===== src/rtl/regfile_pkg.sv =====
// regfile_pkg
//   Shared definitions for the regfile_pc block and its pc_unit sub-module:
//   default geometry, the PC step, PC/LR index derivation, the PC source
//   encoding used by the PC priority mux, and a byte-lane merge helper.
package regfile_pkg;

  // Default geometry: 16 registers of 32 bits, last two are LR and PC.
  localparam int DEF_DATA_W = 32;
  localparam int DEF_NREGS  = 16;

  // Sequential fetch advances by one 32-bit instruction word.
  localparam int PC_STEP = 4;

  // Widest datapath the merge helper supports. Callers zero-extend into it
  // and truncate the result back to their own width.
  localparam int MERGE_W = 256;

  // Which source the PC takes on the next edge, in priority order.
  typedef enum logic [1:0] {
    PC_SRC_HOLD   = 2'd0,
    PC_SRC_STEP   = 2'd1,
    PC_SRC_WRITE  = 2'd2,
    PC_SRC_BRANCH = 2'd3
  } pc_src_e;

  // The PC is always the highest-numbered register.
  function automatic int pc_index(input int nregs);
    return nregs - 1;
  endfunction

  // The link register sits just below the PC.
  function automatic int lr_index(input int nregs);
    return nregs - 2;
  endfunction

  // Replace the bytes of old_val selected by lane_en with those of new_val.
  function automatic logic [MERGE_W-1:0] byte_merge(
    input logic [MERGE_W-1:0]   old_val,
    input logic [MERGE_W-1:0]   new_val,
    input logic [MERGE_W/8-1:0] lane_en
  );
    logic [MERGE_W-1:0] res;
    res = old_val;
    for (int b = 0; b < MERGE_W / 8; b++) begin
      if (lane_en[b]) begin
        res[8*b +: 8] = new_val[8*b +: 8];
      end
    end
    return res;
  endfunction

endpackage


===== src/rtl/regfile_pc_pc_unit.sv =====
// pc_unit
//   Program counter register with its update priority mux and the +4 link
//   value used by branch-and-link.
//
// Ports
//   clk    in   rising-edge clock
//   reset  in   asynchronous active-low reset, PC <- RESET_PC
//   adv    in   advance PC by one word (0 = fetch stall)
//   ib     in   take branch to bv this cycle (highest priority)
//   bv     in   branch target, low two bits ignored
//   pc_wr  in   full-width architectural write to the PC register
//   pc_wd  in   data for pc_wr, low two bits ignored
//   pc     out  current PC (registered, no combinational path from inputs)
//   link   out  current PC + 4, the return address for branch-and-link
module pc_unit
  import regfile_pkg::*;
#(
  parameter int                DATA_W   = DEF_DATA_W,
  parameter logic [DATA_W-1:0] RESET_PC = '0
) (
  input  logic              clk,
  input  logic              reset,
  input  logic              adv,
  input  logic              ib,
  input  logic [DATA_W-1:0] bv,
  input  logic              pc_wr,
  input  logic [DATA_W-1:0] pc_wd,
  output logic [DATA_W-1:0] pc,
  output logic [DATA_W-1:0] link
);

  localparam logic [DATA_W-1:0] ALIGN_MASK = ~DATA_W'(3);
  localparam logic [DATA_W-1:0] STEP       = DATA_W'(PC_STEP);

  pc_src_e           src;
  logic [DATA_W-1:0] pc_reg;
  logic [DATA_W-1:0] pc_next;

  // Branch beats an explicit PC write, which beats sequential advance.
  always_comb begin
    src = PC_SRC_HOLD;
    if (ib) begin
      src = PC_SRC_BRANCH;
    end else if (pc_wr) begin
      src = PC_SRC_WRITE;
    end else if (adv) begin
      src = PC_SRC_STEP;
    end
  end

  // Targets are forced word-aligned; the increment wraps modulo 2^DATA_W.
  always_comb begin
    pc_next = pc_reg;
    case (src)
      PC_SRC_BRANCH: pc_next = bv & ALIGN_MASK;
      PC_SRC_WRITE:  pc_next = pc_wd & ALIGN_MASK;
      PC_SRC_STEP:   pc_next = pc_reg + STEP;
      default:       pc_next = pc_reg;
    endcase
  end

  always_ff @(posedge clk or negedge reset) begin
    if (!reset) begin
      pc_reg <= RESET_PC;
    end else begin
      pc_reg <= pc_next;
    end
  end

  assign pc   = pc_reg;
  assign link = pc_reg + STEP;

endmodule


===== src/rtl/regfile_pc.sv =====
// regfile_pc
//   Parametrised CPU register file with an integrated program counter.
//   NREGS-1 general registers (the top one of which is the link register)
//   plus the PC at index NREGS-1. Two registered read ports with write-first
//   bypass, one byte-lane-enabled write port, and hardware link write for
//   branch-and-link.
//
// Ports
//   clk       in   rising-edge clock
//   reset     in   asynchronous active-low reset
//   ra1, ra2  in   read addresses
//   rd1, rd2  out  registered read data (next-state value of the register;
//                  the PC index returns pre-update PC + PC_READ_OFS)
//   we        in   write enable
//   wa        in   write address
//   wd        in   write data
//   wbe       in   byte-lane enables, bit i covers wd[8i+7:8i]
//   adv       in   PC advance (0 = fetch stall)
//   ib        in   take branch this cycle
//   bv        in   branch target
//   bl        in   branch links (only with ib)
//   iaddr     out  current PC, straight from the PC register
module regfile_pc
  import regfile_pkg::*;
#(
  parameter int                DATA_W      = DEF_DATA_W,
  parameter int                NREGS       = DEF_NREGS,
  parameter logic [DATA_W-1:0] RESET_PC    = '0,
  parameter logic [DATA_W-1:0] PC_READ_OFS = DATA_W'(8),
  localparam int               AW          = $clog2(NREGS)
) (
  input  logic                clk,
  input  logic                reset,
  input  logic [AW-1:0]       ra1,
  input  logic [AW-1:0]       ra2,
  output logic [DATA_W-1:0]   rd1,
  output logic [DATA_W-1:0]   rd2,
  input  logic                we,
  input  logic [AW-1:0]       wa,
  input  logic [DATA_W-1:0]   wd,
  input  logic [DATA_W/8-1:0] wbe,
  input  logic                adv,
  input  logic                ib,
  input  logic [DATA_W-1:0]   bv,
  input  logic                bl,
  output logic [DATA_W-1:0]   iaddr
);

  localparam int            PC_IDX  = pc_index(NREGS);
  localparam int            LR_IDX  = lr_index(NREGS);
  localparam logic [AW-1:0] PC_ADDR = AW'(PC_IDX);

  // Only a write covering every lane may redirect the PC; a partial write
  // to the PC index is dropped completely.
  logic pc_wr;
  logic link_en;

  assign pc_wr   = we && (wa == PC_ADDR) && (&wbe);
  assign link_en = ib && bl;

  logic [DATA_W-1:0] pc;
  logic [DATA_W-1:0] link_val;

  pc_unit #(
    .DATA_W   (DATA_W),
    .RESET_PC (RESET_PC)
  ) u_pc (
    .clk   (clk),
    .reset (reset),
    .adv   (adv),
    .ib    (ib),
    .bv    (bv),
    .pc_wr (pc_wr),
    .pc_wd (wd),
    .pc    (pc),
    .link  (link_val)
  );

  // Value each register will hold after this edge; this doubles as the
  // read source so a same-cycle write or link is seen by the read ports.
  logic [DATA_W-1:0] read_view [NREGS];

  generate
    for (genvar gi = 0; gi < NREGS - 1; gi++) begin : g_gpr
      localparam bit IS_LR = (gi == LR_IDX);

      logic              hit;
      logic [DATA_W-1:0] q_reg;
      logic [DATA_W-1:0] q_next;

      assign hit = we && (wa == AW'(gi));

      // Link wins over any writeback to LR in the same cycle, all lanes.
      always_comb begin
        q_next = q_reg;
        if (hit) begin
          q_next = DATA_W'(byte_merge(MERGE_W'(q_reg), MERGE_W'(wd),
                                      (MERGE_W/8)'(wbe)));
        end
        if (IS_LR && link_en) begin
          q_next = link_val;
        end
      end

      always_ff @(posedge clk or negedge reset) begin
        if (!reset) begin
          q_reg <= '0;
        end else begin
          q_reg <= q_next;
        end
      end

      assign read_view[gi] = q_next;
    end
  endgenerate

  // The PC index reads the pre-update PC plus the pipeline offset; a branch
  // or PC write in the same cycle is deliberately not forwarded.
  assign read_view[PC_IDX] = pc + PC_READ_OFS;

  always_ff @(posedge clk or negedge reset) begin
    if (!reset) begin
      rd1 <= '0;
      rd2 <= '0;
    end else begin
      rd1 <= read_view[ra1];
      rd2 <= read_view[ra2];
    end
  end

  assign iaddr = pc;

endmodule


===== config.mk =====
export PLATFORM = sky130hd
export DESIGN_NAME = regfile_pc
export DESIGN_NICKNAME = d
export VERILOG_FILES = /design/src/rtl/regfile_pkg.sv /design/src/rtl/regfile_pc_pc_unit.sv /design/src/rtl/regfile_pc.sv
export SDC_FILE = /design/constraint.sdc
export NUM_CORES = 2
export LEC_CHECK = 0
export CAP_MARGIN = 10
export CORE_MARGIN = 1
export CORE_UTILIZATION = 25
export CTS_BUF_LIST = sky130_fd_sc_hd__clkbuf_16
export DETAILED_ROUTE_END_ITERATION = 10
export PLACE_DENSITY = 0.38
export SETUP_SLACK_MARGIN = 0.3
export SKIP_CTS_REPAIR_TIMING = 1
export SYNTH_ARGS = -nofsm -noshare
export SYNTH_HDL_FRONTEND = slang
export SYNTH_SLANG_ARGS = --single-unit
export TNS_END_PERCENT = 100

===== constraint.sdc =====
create_clock -name clk -period 2.6 [get_ports clk]
set_clock_uncertainty 0.1 [all_clocks]
set_input_delay 0.52 -clock clk [delete_from_list [all_inputs] [get_ports clk]]
set_output_delay 0.52 -clock clk [all_outputs]
set_load 0.01 [all_outputs]

==> flow_metrics.env <==
export IMPL_layout_setup_ws_ns=-0.142
export IMPL_leakagePower_nw=25.5
export IMPL_clkPwrFrac_pct=32.3
export IMPL_switchingPower_mw=11.9
export IMPL_dpl_worst_slack_ns=-1.43
export IMPL_fin_crit_sh_pct=105
export IMPL_synth_edf_count=0
export IMPL_status="finished with violations"
export IMPL_grt_use_total_pct=30.1
export IMPL_hp_class="primary input to async pin"
export IMPL_p_sw_share_pct=35.0
export IMPL_whs_ns=0.227
export IMPL_area_growth_pct=55.6
export IMPL_critical_path_required_ns=3.06
export IMPL_worstSetupEndpoint="rd1[22]$_DFF_PN0_"
export IMPL_clock_sinks=574
export IMPL_cp_end_kind="flip-flop"
export IMPL_crit_start="u_pc.pc[9]$_DFFE_PN0P_"
export IMPL_via_per_inst=5.72
export IMPL_async_flop_share_pct=100
export IMPL_clk_pin_slew_ns=0.06
export IMPL_drtIter0Drc=4034
export IMPL_clockBufferDepth=3
export IMPL_cts_tree="yes"
export IMPL_io_pins=182
export IMPL_dp_hpwl_um=179000
export IMPL_vias=42900
export IMPL_first_global_vias=42100
export IMPL_final_cell_area_um2=57900
export IMPL_crit_type="flip-flop to flip-flop"
export IMPL_synthCells=4290
export IMPL_fp_row_count=141
export IMPL_port_buffers=177
export IMPL_timing_slew_headroom_pct=46.8
export IMPL_core_um2=148000
export IMPL_placed_area_um2=51600
export IMPL_cellPowerDensity_nw_per_um2=588
export IMPL_grt_max_degree=70
export IMPL_synth_seq_cells=574
export IMPL_r2r_end="rd1[22]$_DFF_PN0_"
export IMPL_syn_area_um2=37300
export IMPL_die_w_um=388
export IMPL_arrival_ns=3.20
export IMPL_mostFrequentLayoutCells="1,178 x buf_4, 614 x nand2_1, 555 x dfrtp_1"
export IMPL_cp_start_kind="flip-flop"
export IMPL_largest_reg_flops=480
export IMPL_hold_viol=0
export IMPL_power_total_mw=34.1
export IMPL_stdcell_count=7501
export IMPL_yosysSeqAreaShare_pct=38.6
export IMPL_drc_errors=0
export IMPL_clk_latency_ns=0.72
export IMPL_first_pass_iters=5
export IMPL_max_freq_mhz=365
export IMPL_ff2ff_setup_slack_ns=-0.14
export IMPL_reg2regPathDepth=10
export IMPL_ant_nets=0
export IMPL_cts_buffers=78
export IMPL_final_common_cell="buf_4"
export IMPL_internal_power_mw=22.1
export IMPL_n_fill_cell=14900
export IMPL_comb_power_share_pct=32.7
export IMPL_sequentialPowerShare_pct=34.9
export IMPL_antenna_found_initial=11
export IMPL_h_tree_depth=3
export IMPL_grt_overflow=0
export IMPL_ys_types=100
export IMPL_grt_pass1_wl_um=326000
export IMPL_numPlacedInstances=7240
export IMPL_setup_viol=14
export IMPL_syn_area_per_cell_um2=8.68
export IMPL_die_h_um=388
export IMPL_violations="setup timing"
export IMPL_cap_violations=0
export IMPL_regToRegStartpoint="u_pc.pc[9]$_DFFE_PN0P_"
export IMPL_place_gp_congestion=0.965
export IMPL_fp_dieArea_um2=151000
export IMPL_period_needed_ns=2.74
export IMPL_crit_fanout=5
export IMPL_nets=5597
export IMPL_finalMaxSlewViolations=0
export IMPL_tightest_slew_ns=0.795
export IMPL_wl_per_cell_um=31.2
export IMPL_drive_above_1_share_pct=39.9
export IMPL_start_util_pct=25.2
export IMPL_vdd_ir_drop_max_mv=0.730
export IMPL_yosys_most_used_dff="dfrtp_1"
export IMPL_cts_root_buf="clkbuf_16"
export IMPL_rsz0062_at_grt="true"
export IMPL_synth_warnings=0
export IMPL_wl_um=234000
-- cells by family after synthesis --
kind of cell               count (synthesis)  synth area share (%)
AOI/OAI and AO/OA                       1475                  28.4
and+or+nand+nor                         1386                  16.9
DFF                                      574                  38.6
buffers and inverters                    512                  5.61
muxes                                    298                  9.45
xor gates and xnor gates                  39                 0.917
adders and majority gates                  5                 0.168
other                                      1                0.0101
-- cells in the mapped netlist, types with 30 or more instances --
cell type  count  area [um2]
a31oi_1       53         332
buf_2         84         420
clkbuf_1     313        1170
a221oi_1      57         499
o21ai_0      319        1600
o211ai_1      83         623
o32ai_1       74         648
o32a_1        46         460
o31ai_1       55         413
buf_1         45         169
nor3_1       170         851
xnor2_1       30         263
inv_1         52         195
nor2_1       277        1040
a2111oi_0     39         342
o22ai_1       51         319
dfrtp_1      574       14400
nand3_1      100         500
nand2_1      634        2380
a211o_1       43         377
mux2i_1       49         490
mux2_2       229        2580
a21oi_1      191         956
a211oi_1     111         833
-- stage by stage --
stage               utilization (%)  TNS [ns]
detailed placement             34.9   -119.65
global route                   39.2     -2.27
finish                         39.2    -0.985
CTS                            36.6    -13.45
floorplan                         -         0
global placement               34.9   -116.86
-- power by group through the flow --
stage	Combinational (mW)	Sequential, mW	Clock (mW)
after floorplan	4.84	11.6	0
after global placement	10.0	12.0	0
after detailed placement	10.0	12.0	0
after CTS	10.1	11.9	11.3
after global routing	11.8	12.1	11.6
final	11.2	11.9	11.0
-- routing by layer --
metal / share of wire (%) / GRT usage (%) / vias up
li1: - / - / 18700
met1: 42 / 39.3 / 21700
met2: 46 / 48.5 / 1912
met3: 6.9 / 5.14 / 485
met4: 5.4 / 13.2 / 6
met5: 0.012 / 0 / -
-- layout make-up --
| type | instances | area (um2) | share of cell area [%] |
|---|---|---|---|
| multi-input cells | 3205 | 23600 | 40.8 |
| repair buffers | 1593 | 14800 | 25.5 |
| flip-flops and latches | 574 | 14400 | 24.8 |
| well taps | 1930 | 2410 | 4.17 |
| clock buffers | 80 | 2000 | 3.45 |
| clock inverters | 61 | 518 | 0.894 |
| inverters | 54 | 218 | 0.376 |
| diodes | 4 | 10.0 | 0.0173 |
-- worst min-delay path by stage --
| stage | start | end | slack [ns] | depth (start not counted) |
|---|---|---|---|---|
| final | reset | g_gpr[5].q_reg[28]$_DFF_PN0_ | 0.23 | 2 |
| after global routing | reset | g_gpr[5].q_reg[28]$_DFF_PN0_ | 0.25 | 2 |
| after CTS | reset | g_gpr[5].q_reg[27]$_DFF_PN0_ | -0.38 | 1 |
| after detailed placement | g_gpr[9].q_reg[16]$_DFF_PN0_ | g_gpr[9].q_reg[16]$_DFF_PN0_ | 0.36 | 2 |
| after global placement | g_gpr[9].q_reg[16]$_DFF_PN0_ | g_gpr[9].q_reg[16]$_DFF_PN0_ | 0.36 | 2 |
| after floorplan | reset | g_gpr[0].q_reg[0]$_DFF_PN0_ | 0.12 | 0 |
-- critical path, cell delays in order, from the launching register on --
cell      delay, ns
dfrtp_2        0.44
buf_6          0.12
nand2_4        0.04
or4_4          0.54
buf_6          0.16
o31ai_4        0.34
a31oi_4        0.17
buf_6          0.16
a211oi_4       0.28
buf_4          0.19
o32ai_1        0.07
Power figures use the tool's default switching activity.
